==> config.mk <==
export PLATFORM = sky130hd
export DESIGN_NAME = ssd_scan_controller
export DESIGN_NICKNAME = d
export VERILOG_FILES = /design/src/rtl/ssd_scan_controller.sv
export SDC_FILE = /design/constraint.sdc
export NUM_CORES = 1
export LEC_CHECK = 0
export ABC_AREA = 1
export ABC_CLOCK_PERIOD_IN_PS = 1500
export BUFFER_PORTS_ARGS = -buffer_cell sky130_fd_sc_hd__buf_2
export CORE_MARGIN = 3
export CORE_UTILIZATION = 45
export DETAILED_ROUTE_END_ITERATION = 16
export PLACE_DENSITY_LB_ADDON = 0.2
export SYNTH_ARGS = -nofsm -noshare
export SYNTH_HDL_FRONTEND = slang
export SYNTH_SLANG_ARGS = --single-unit
==> constraint.sdc <==
create_clock -name clk -period 1.5 [get_ports clk]
set_clock_uncertainty 0.2 [all_clocks]
set_input_delay 0.075 -clock clk [delete_from_list [all_inputs] [get_ports clk]]
set_output_delay 0.075 -clock clk [all_outputs]
set_load 0.02 [all_outputs]
==> src/rtl/ssd_scan_controller.sv <==
`default_nettype none
// ============================================================================
// Module      : ssd_scan_controller
// Description : Four-digit seven-segment scan controller. Captures UART bytes
//               into a two-byte nibble buffer and multiplexes the digits.
// Revision    : 1.0 - initial release
// ============================================================================
module ssd_scan_controller #(
  parameter int MAX_COUNT_SEL = 208_333,
  parameter int TIMEOUT_TICKS = 240
) (
  input  logic       clk,
  input  logic       rst,
  input  logic [7:0] rx_data,
  input  logic       rx_valid,
  input  logic       clear,
  output logic [3:0] dig_sel,
  output logic [3:0] digit_bits,
  output logic       dash,
  output logic       data_valid
);

  localparam int CW = $clog2(MAX_COUNT_SEL);
  localparam int IW = (TIMEOUT_TICKS > 0) ? $clog2(TIMEOUT_TICKS + 1) : 1;
  localparam logic [CW-1:0] C_CNT_LAST = CW'(MAX_COUNT_SEL - 1);
  localparam logic [IW-1:0] C_IDLE_MAX = IW'(TIMEOUT_TICKS);
  localparam logic          C_TO_EN    = (TIMEOUT_TICKS > 0);

  logic [CW-1:0] cnt_q, cnt_d;
  logic [1:0]    idx_q, idx_d;
  logic [15:0]   nib_q, nib_d;
  logic [3:0]    vld_q, vld_d;
  logic [IW-1:0] idle_q, idle_d;
  logic [3:0]    dig_sel_q, dig_sel_d;
  logic [3:0]    digit_bits_q, digit_bits_d;
  logic          dash_q, dash_d;
  logic          data_valid_q, data_valid_d;
  logic          w_tick;

  assign w_tick = (cnt_q == C_CNT_LAST);

  always_comb begin
    cnt_d  = w_tick ? '0 : cnt_q + CW'(1);
    idx_d  = w_tick ? idx_q + 2'd1 : idx_q;
    nib_d  = nib_q;
    vld_d  = vld_q;
    idle_d = idle_q;

    // Priority: clear, then byte capture, then idle timeout.
    if (clear) begin
      nib_d  = '0;
      vld_d  = '0;
      idle_d = '0;
    end else if (rx_valid) begin
      nib_d  = {nib_q[7:0], rx_data};
      vld_d  = {vld_q[1:0], 2'b11};
      idle_d = '0;
    end else if (C_TO_EN && w_tick && (idle_q != C_IDLE_MAX)) begin
      idle_d = idle_q + IW'(1);
      if (idle_d == C_IDLE_MAX) begin
        vld_d = '0;
      end
    end

    dig_sel_d    = 4'b0001 << idx_q;
    digit_bits_d = nib_q[{idx_q, 2'b00} +: 4];
    dash_d       = ~vld_q[idx_q];
    data_valid_d = |vld_q;
  end

  always_ff @(posedge clk or posedge rst) begin
    if (rst) begin
      cnt_q        <= '0;
      idx_q        <= '0;
      nib_q        <= '0;
      vld_q        <= '0;
      idle_q       <= '0;
      dig_sel_q    <= 4'b0001;
      digit_bits_q <= '0;
      dash_q       <= 1'b1;
      data_valid_q <= 1'b0;
    end else begin
      cnt_q        <= cnt_d;
      idx_q        <= idx_d;
      nib_q        <= nib_d;
      vld_q        <= vld_d;
      idle_q       <= idle_d;
      dig_sel_q    <= dig_sel_d;
      digit_bits_q <= digit_bits_d;
      dash_q       <= dash_d;
      data_valid_q <= data_valid_d;
    end
  end

  assign dig_sel    = dig_sel_q;
  assign digit_bits = digit_bits_q;
  assign dash       = dash_q;
  assign data_valid = data_valid_q;

endmodule
`default_nettype wire

Word-level counts from Yosys, hierarchy flattened:

Cells that the tools add are included.

* input bits: 12
* bits in registers: 58
* word-level logic and storage cells: 37

* multiplexer cells: 12
* bitwise gates (word level): 1
* equal/unequal tests: 3
* reductions and logical operators: 6
* shift-type cells: 2
* $add $sub $neg: 3
* order comparisons: 1

Operators by type and width (number)
* 2-to-1 mux 16 bit: 2
* 2-to-1 mux 8 bit: 3
* adder 18 x 1 -> 18 bit, second input constant: 1
* equality test 18 bit, second input constant: 1
* 2-to-1 mux 18 bit: 1
* 2-to-1 mux 4 bit: 4
* variable part select 16 x 5 -> 4 bit: 1
* adder 8 x 1 -> 8 bit, second input constant: 1
* equality test 8 bit, second input constant: 1
* inequality test 8 bit, second input constant: 1
* nonzero test 3 bit: 2
* OR reduction 4 bit: 1
* << shifter 1 x 2 -> 4 bit, first input constant: 1
* less-than comparator 2 x 3 -> 1 bit, second input constant: 1
* adder 2 x 1 -> 2 bit, second input constant: 1
* binary-select mux 1 bit (select 2 bit): 1
* AND reduction 2 bit: 1
* nonzero test 2 bit: 1
* logical AND 1 bit: 1
* 2-to-1 mux 1 bit: 1
* inverter 1 bit: 1

Logic depth before layout (Yosys ltp):

* depth after elaboration: 6
* gate-level depth with buffers: 11
* depth with buffers taken out: 11

Least setup slack after synthesis:

No wires, ideal clock.

* kind: register -> register
* from: register cnt_q[0]
* to: register vld_q[1]
* required time: 1.178 ns
* arrival time: 1.340 ns
* buffers on the path: 0
* slack: -0.162 ns
* period minus slack after synthesis: 1.662 ns
* library setup time: 0.122 ns
* cell stages (with the launch flop): 12
* cell sequence: dfrtp_1 -> inv_1 -> ha_1 -> inv_1 -> nor2_2 -> nand2_1 -> nor2_4 -> nand3_4 -> nor2_1 -> nand2_1 -> nand2_1 -> nand2_1

* word-level cells in the longest chain between the ends: 4

RTL lines
* start, declared: line 29 `logic [CW-1:0] cnt_q, cnt_d;`
* start signal, assigned: line 83 `cnt_q <= cnt_d;`
* equality test 18 bit: line 40 `assign w_tick = (cnt_q == C_CNT_LAST);`
* logical AND 1 bit: line 58 `end else if (C_TO_EN && w_tick && (idle_q != C_IDLE_MAX)) begin`
* nonzero test 3 bit (no line)
* AND reduction 2 bit (no line)
* end signal, assigned: line 86 `vld_q <= vld_d;`
* end, declared: line 32 `logic [3:0] vld_q, vld_d;`

Every way passes these cells.
A chain may end at the register's enable or synchronous reset.

Worst setup path after layout:

* from: register idle_q[1]
* to: register idle_q[2]

* word-level cells in the longest chain between the ends: 4
* elaborated cells on any way between the ends: 7
* classes of those cells: add/sub: 1; eq/ne: 1; mux: 3; reduce/logical: 2

RTL lines
* start, declared: line 33 `logic [IW-1:0] idle_q, idle_d;`
* start signal, assigned: line 87 `idle_q <= idle_d;`
* adder 8 x 1 -> 8 bit: line 59 `idle_d = idle_q + IW'(1);`
* 2-to-1 mux 8 bit: line 58
* 2-to-1 mux 8 bit: line 54 `end else if (rx_valid) begin`
* 2-to-1 mux 8 bit: line 50 `if (clear) begin`

Several ways; a longest one is shown, not always the timed one. The select of a mux whose other input is x is not followed.

==> out/qor.txt <==
Drt pass-1 iters -> 4
Cell area after synthesis -> 0.00285 mm2
Layout Nets -> 435
Pwr Total -> 2.64 mW
Tcrit/Tclk final -> 1.13
Fmax -> 0.592 GHz
Remaining Overflow, GRT -> 0
Number of routed nets with antenna violations -> 0
Final HPWL DP -> 4.49 mm
Vias per cell -> 4.98
Clock power frac -> 0.337
Asr flop ratio synth -> 1.00
Most area-hungry cell type in the Yosys netlist -> dfrtp_1
Worst-Margin Slew -> 0.575 ns
Internal Power -> 1.96 mW
Comb power frac -> 0.072
Sw Pwr -> 673 uW
First-iteration detailed-routing DRC count -> 113
RSZ-0062 raised after global routing -> yes
Clock sink count -> 56
VDD IR max -> 0.533 mV
Max-cap check violation count -> 0
Post-synth EDFFs -> 0
Reg clk slew, reported paths -> 0.11 ns
Netlist cell types -> 34
Commonest non-fill, non-tap cells in the layout -> nand2_1 (67), dfrtp_1 (53), buf_4 (36), inv_1 (34), nor2_1 (24)
Die area -> 0.00732 mm2
FF-to-FF path depth -> 9
DP Cell Count -> 466
Seq/Total Area, Yosys -> 0.493
Worst-Skew Late Latency -> 0.32 ns
Sequential Power Share -> 0.591
Die width -> 85.6 um
# setup viols final -> 27
Drt drc -> 0
Hold path depth -> 5
Final critical-path setup slack -> -0.188 ns
Routed len/inst -> 13.4 um
Rows -> 28
CTS root buf -> clkbuf_8
Crit path arrival time -> 1.74 ns
Failing checks -> negative setup slack
Layout cell share with drive strength beyond 1 -> 0.310
H-tree lvl count -> 2
Core Region -> 0.00603 mm2
Mapped Avg Cell Area -> 8.48 um2
Clock buffer count from CTS -> 5
Status -> finished with violations
Critical path fanouts, max -> 4
Top cell type's share of synthesized area -> 0.474
Dominant cells by area after synthesis -> dfrtp_1 (47%), nand2_1 (9.4%), inv_1 (5.4%)
Vias in the first global route -> 2484
Max-slew violation count -> 0
All-Layer GR Usage -> 0.190
Final setup TNS -> -3.09 ns
Post-Syn Instances -> 336
Worst slew margin -> 0.616
Initial antenna violation count -> 0
Initial Util -> 0.473
Crit start category -> register
Post-Route WL -> 6.60 mm
GPL Wtd Cong -> 0.896
First-pass GRT wire length -> 11.2 mm
Diodes inserted -> 0
Final hold vios -> 0
Number of port buffers -> 21
Total of warnings raised by yosys -> 0
Crit path time final -> 1.69 ns
CTS tree -> yes
Critical path class -> reg -> reg
Largest net degree at the start of global routing -> 24
Net Count, Synth -> 356
#FFs+latches synth -> 56
Most common cell after layout, fill and taps aside -> nand2_1
P_leak -> 1.73 nW
Finished Core Util -> 0.621
Non-Filler Instances -> 491
Worst Hold Class -> in -> reg
Max clock buf depth -> 2
Die Ht -> 85.6 um
PD cells -> 705 mW/mm2
Sw frac -> 0.255
Pre-CTS setup slack -> -0.181 ns
Via count -> 2446
Main synth FF type -> dfrtp_1
# IOs -> 22
Worst Setup End Kind -> register
Critical Path RT -> 1.55 ns
Area Growth Syn to Fin -> 31.4%
## routing by layer
layer / GRT usage / share of wire
met2: 0.328 / 0.51
met5: 0 / 0
met4: 0.0504 / 0.012
met1: 0.250 / 0.44
met3: 0.0288 / 0.040
## flip-flops by register name (all words and copies together), names as in the netlist
signal / flops
idle_q: 8
cnt_q: 18
digit_bits: 4
dig_sel: 4
dash: 1
data_valid: 1
idx_q: 2
nib_q: 16
vld_q: 2
## worst paths after layout
kind                                 from        end  slack [ns]
worst max register to register  idle_q[1]  idle_q[2]       -0.19
worst min register to register   vld_q[1]       dash        0.28
worst max-delay path            idle_q[1]  idle_q[2]       -0.19
min in group asynchronous             rst   cnt_q[8]        0.15
worst min-delay path             rx_valid  idle_q[6]        0.01
max in group asynchronous             rst   cnt_q[4]        0.48
## worst max-delay path: stages, from the launching register on
cell     delay [ns]
dfrtp_1        0.44
inv_1          0.09
ha_1           0.14
nand2_1        0.10
nor2_4         0.12
nand3_4        0.11
nand3_4        0.13
buf_6          0.13
nand3_2        0.07
o21ai_1        0.09
## logic make-up (layout without fill, tap and decap cells)
family	Yosys count	after routing	synth area share
AO/OA/AOI/OAI	43	43	0.0777
adder cells (fa/ha/maj)	8	8	0.0351
AND/OR/NAND/NOR	164	164	0.280
buffers and inverters	52	132	0.0742
flip-flops	56	56	0.493
XOR/XNOR	13	13	0.0400
## cell type report
cell class                 count  area, um2
timing repair inverter         1       7.51
sequential                    56       1410
timing repair buffer          75        597
tap                           75       93.8
inverter                      48        193
multi-input combinational    228       1350
clock buffer                   5       68.8
fill                         530       2280
clock inverter                 3       27.5
## per-stage QoR
step	hold slack, ns	area (um2)
6_report	0.0110	3740
5_1_grt	0.0339	3740
4_1_cts	0.000676	3610
3_5_place_dp	-0.0328	3360
3_3_place_gp	-0.0305	3360
2_1_floorplan	-0.0453	2870
## power groups by stage
stage                     clock (mW)  combinational [mW]  sequential, mW
final                          0.890               0.189            1.56
after global routing           0.970               0.213            1.56
after CTS                      0.911               0.180            1.56
after detailed placement           0               0.159            1.59
after global placement             0               0.156            1.59
after floorplan                    0              0.0721            1.60
## synthesized netlist by cell type (all sizes together), types with 5 or more instances
library cell and instances:
nor2 39, clkinv 5, xor2 12, a21oi 14, inv 43, nand2 73, nand3 26, nand4 8
nor3 11, ha 8, dfrtp 54, o21ai 28
## what timing repair did
action / CTS / global route
gates resized for setup: 13 / 26
endpoints found under the hold margin: 65 / 0
setup endpoints to repair: 28 / 37
buffers inserted: 1 / 3
hold buffers: 10 / 0
cloned: 1 / 2
pin swaps: 1 / 5
Note: power is estimated with default switching activity, not from simulation.
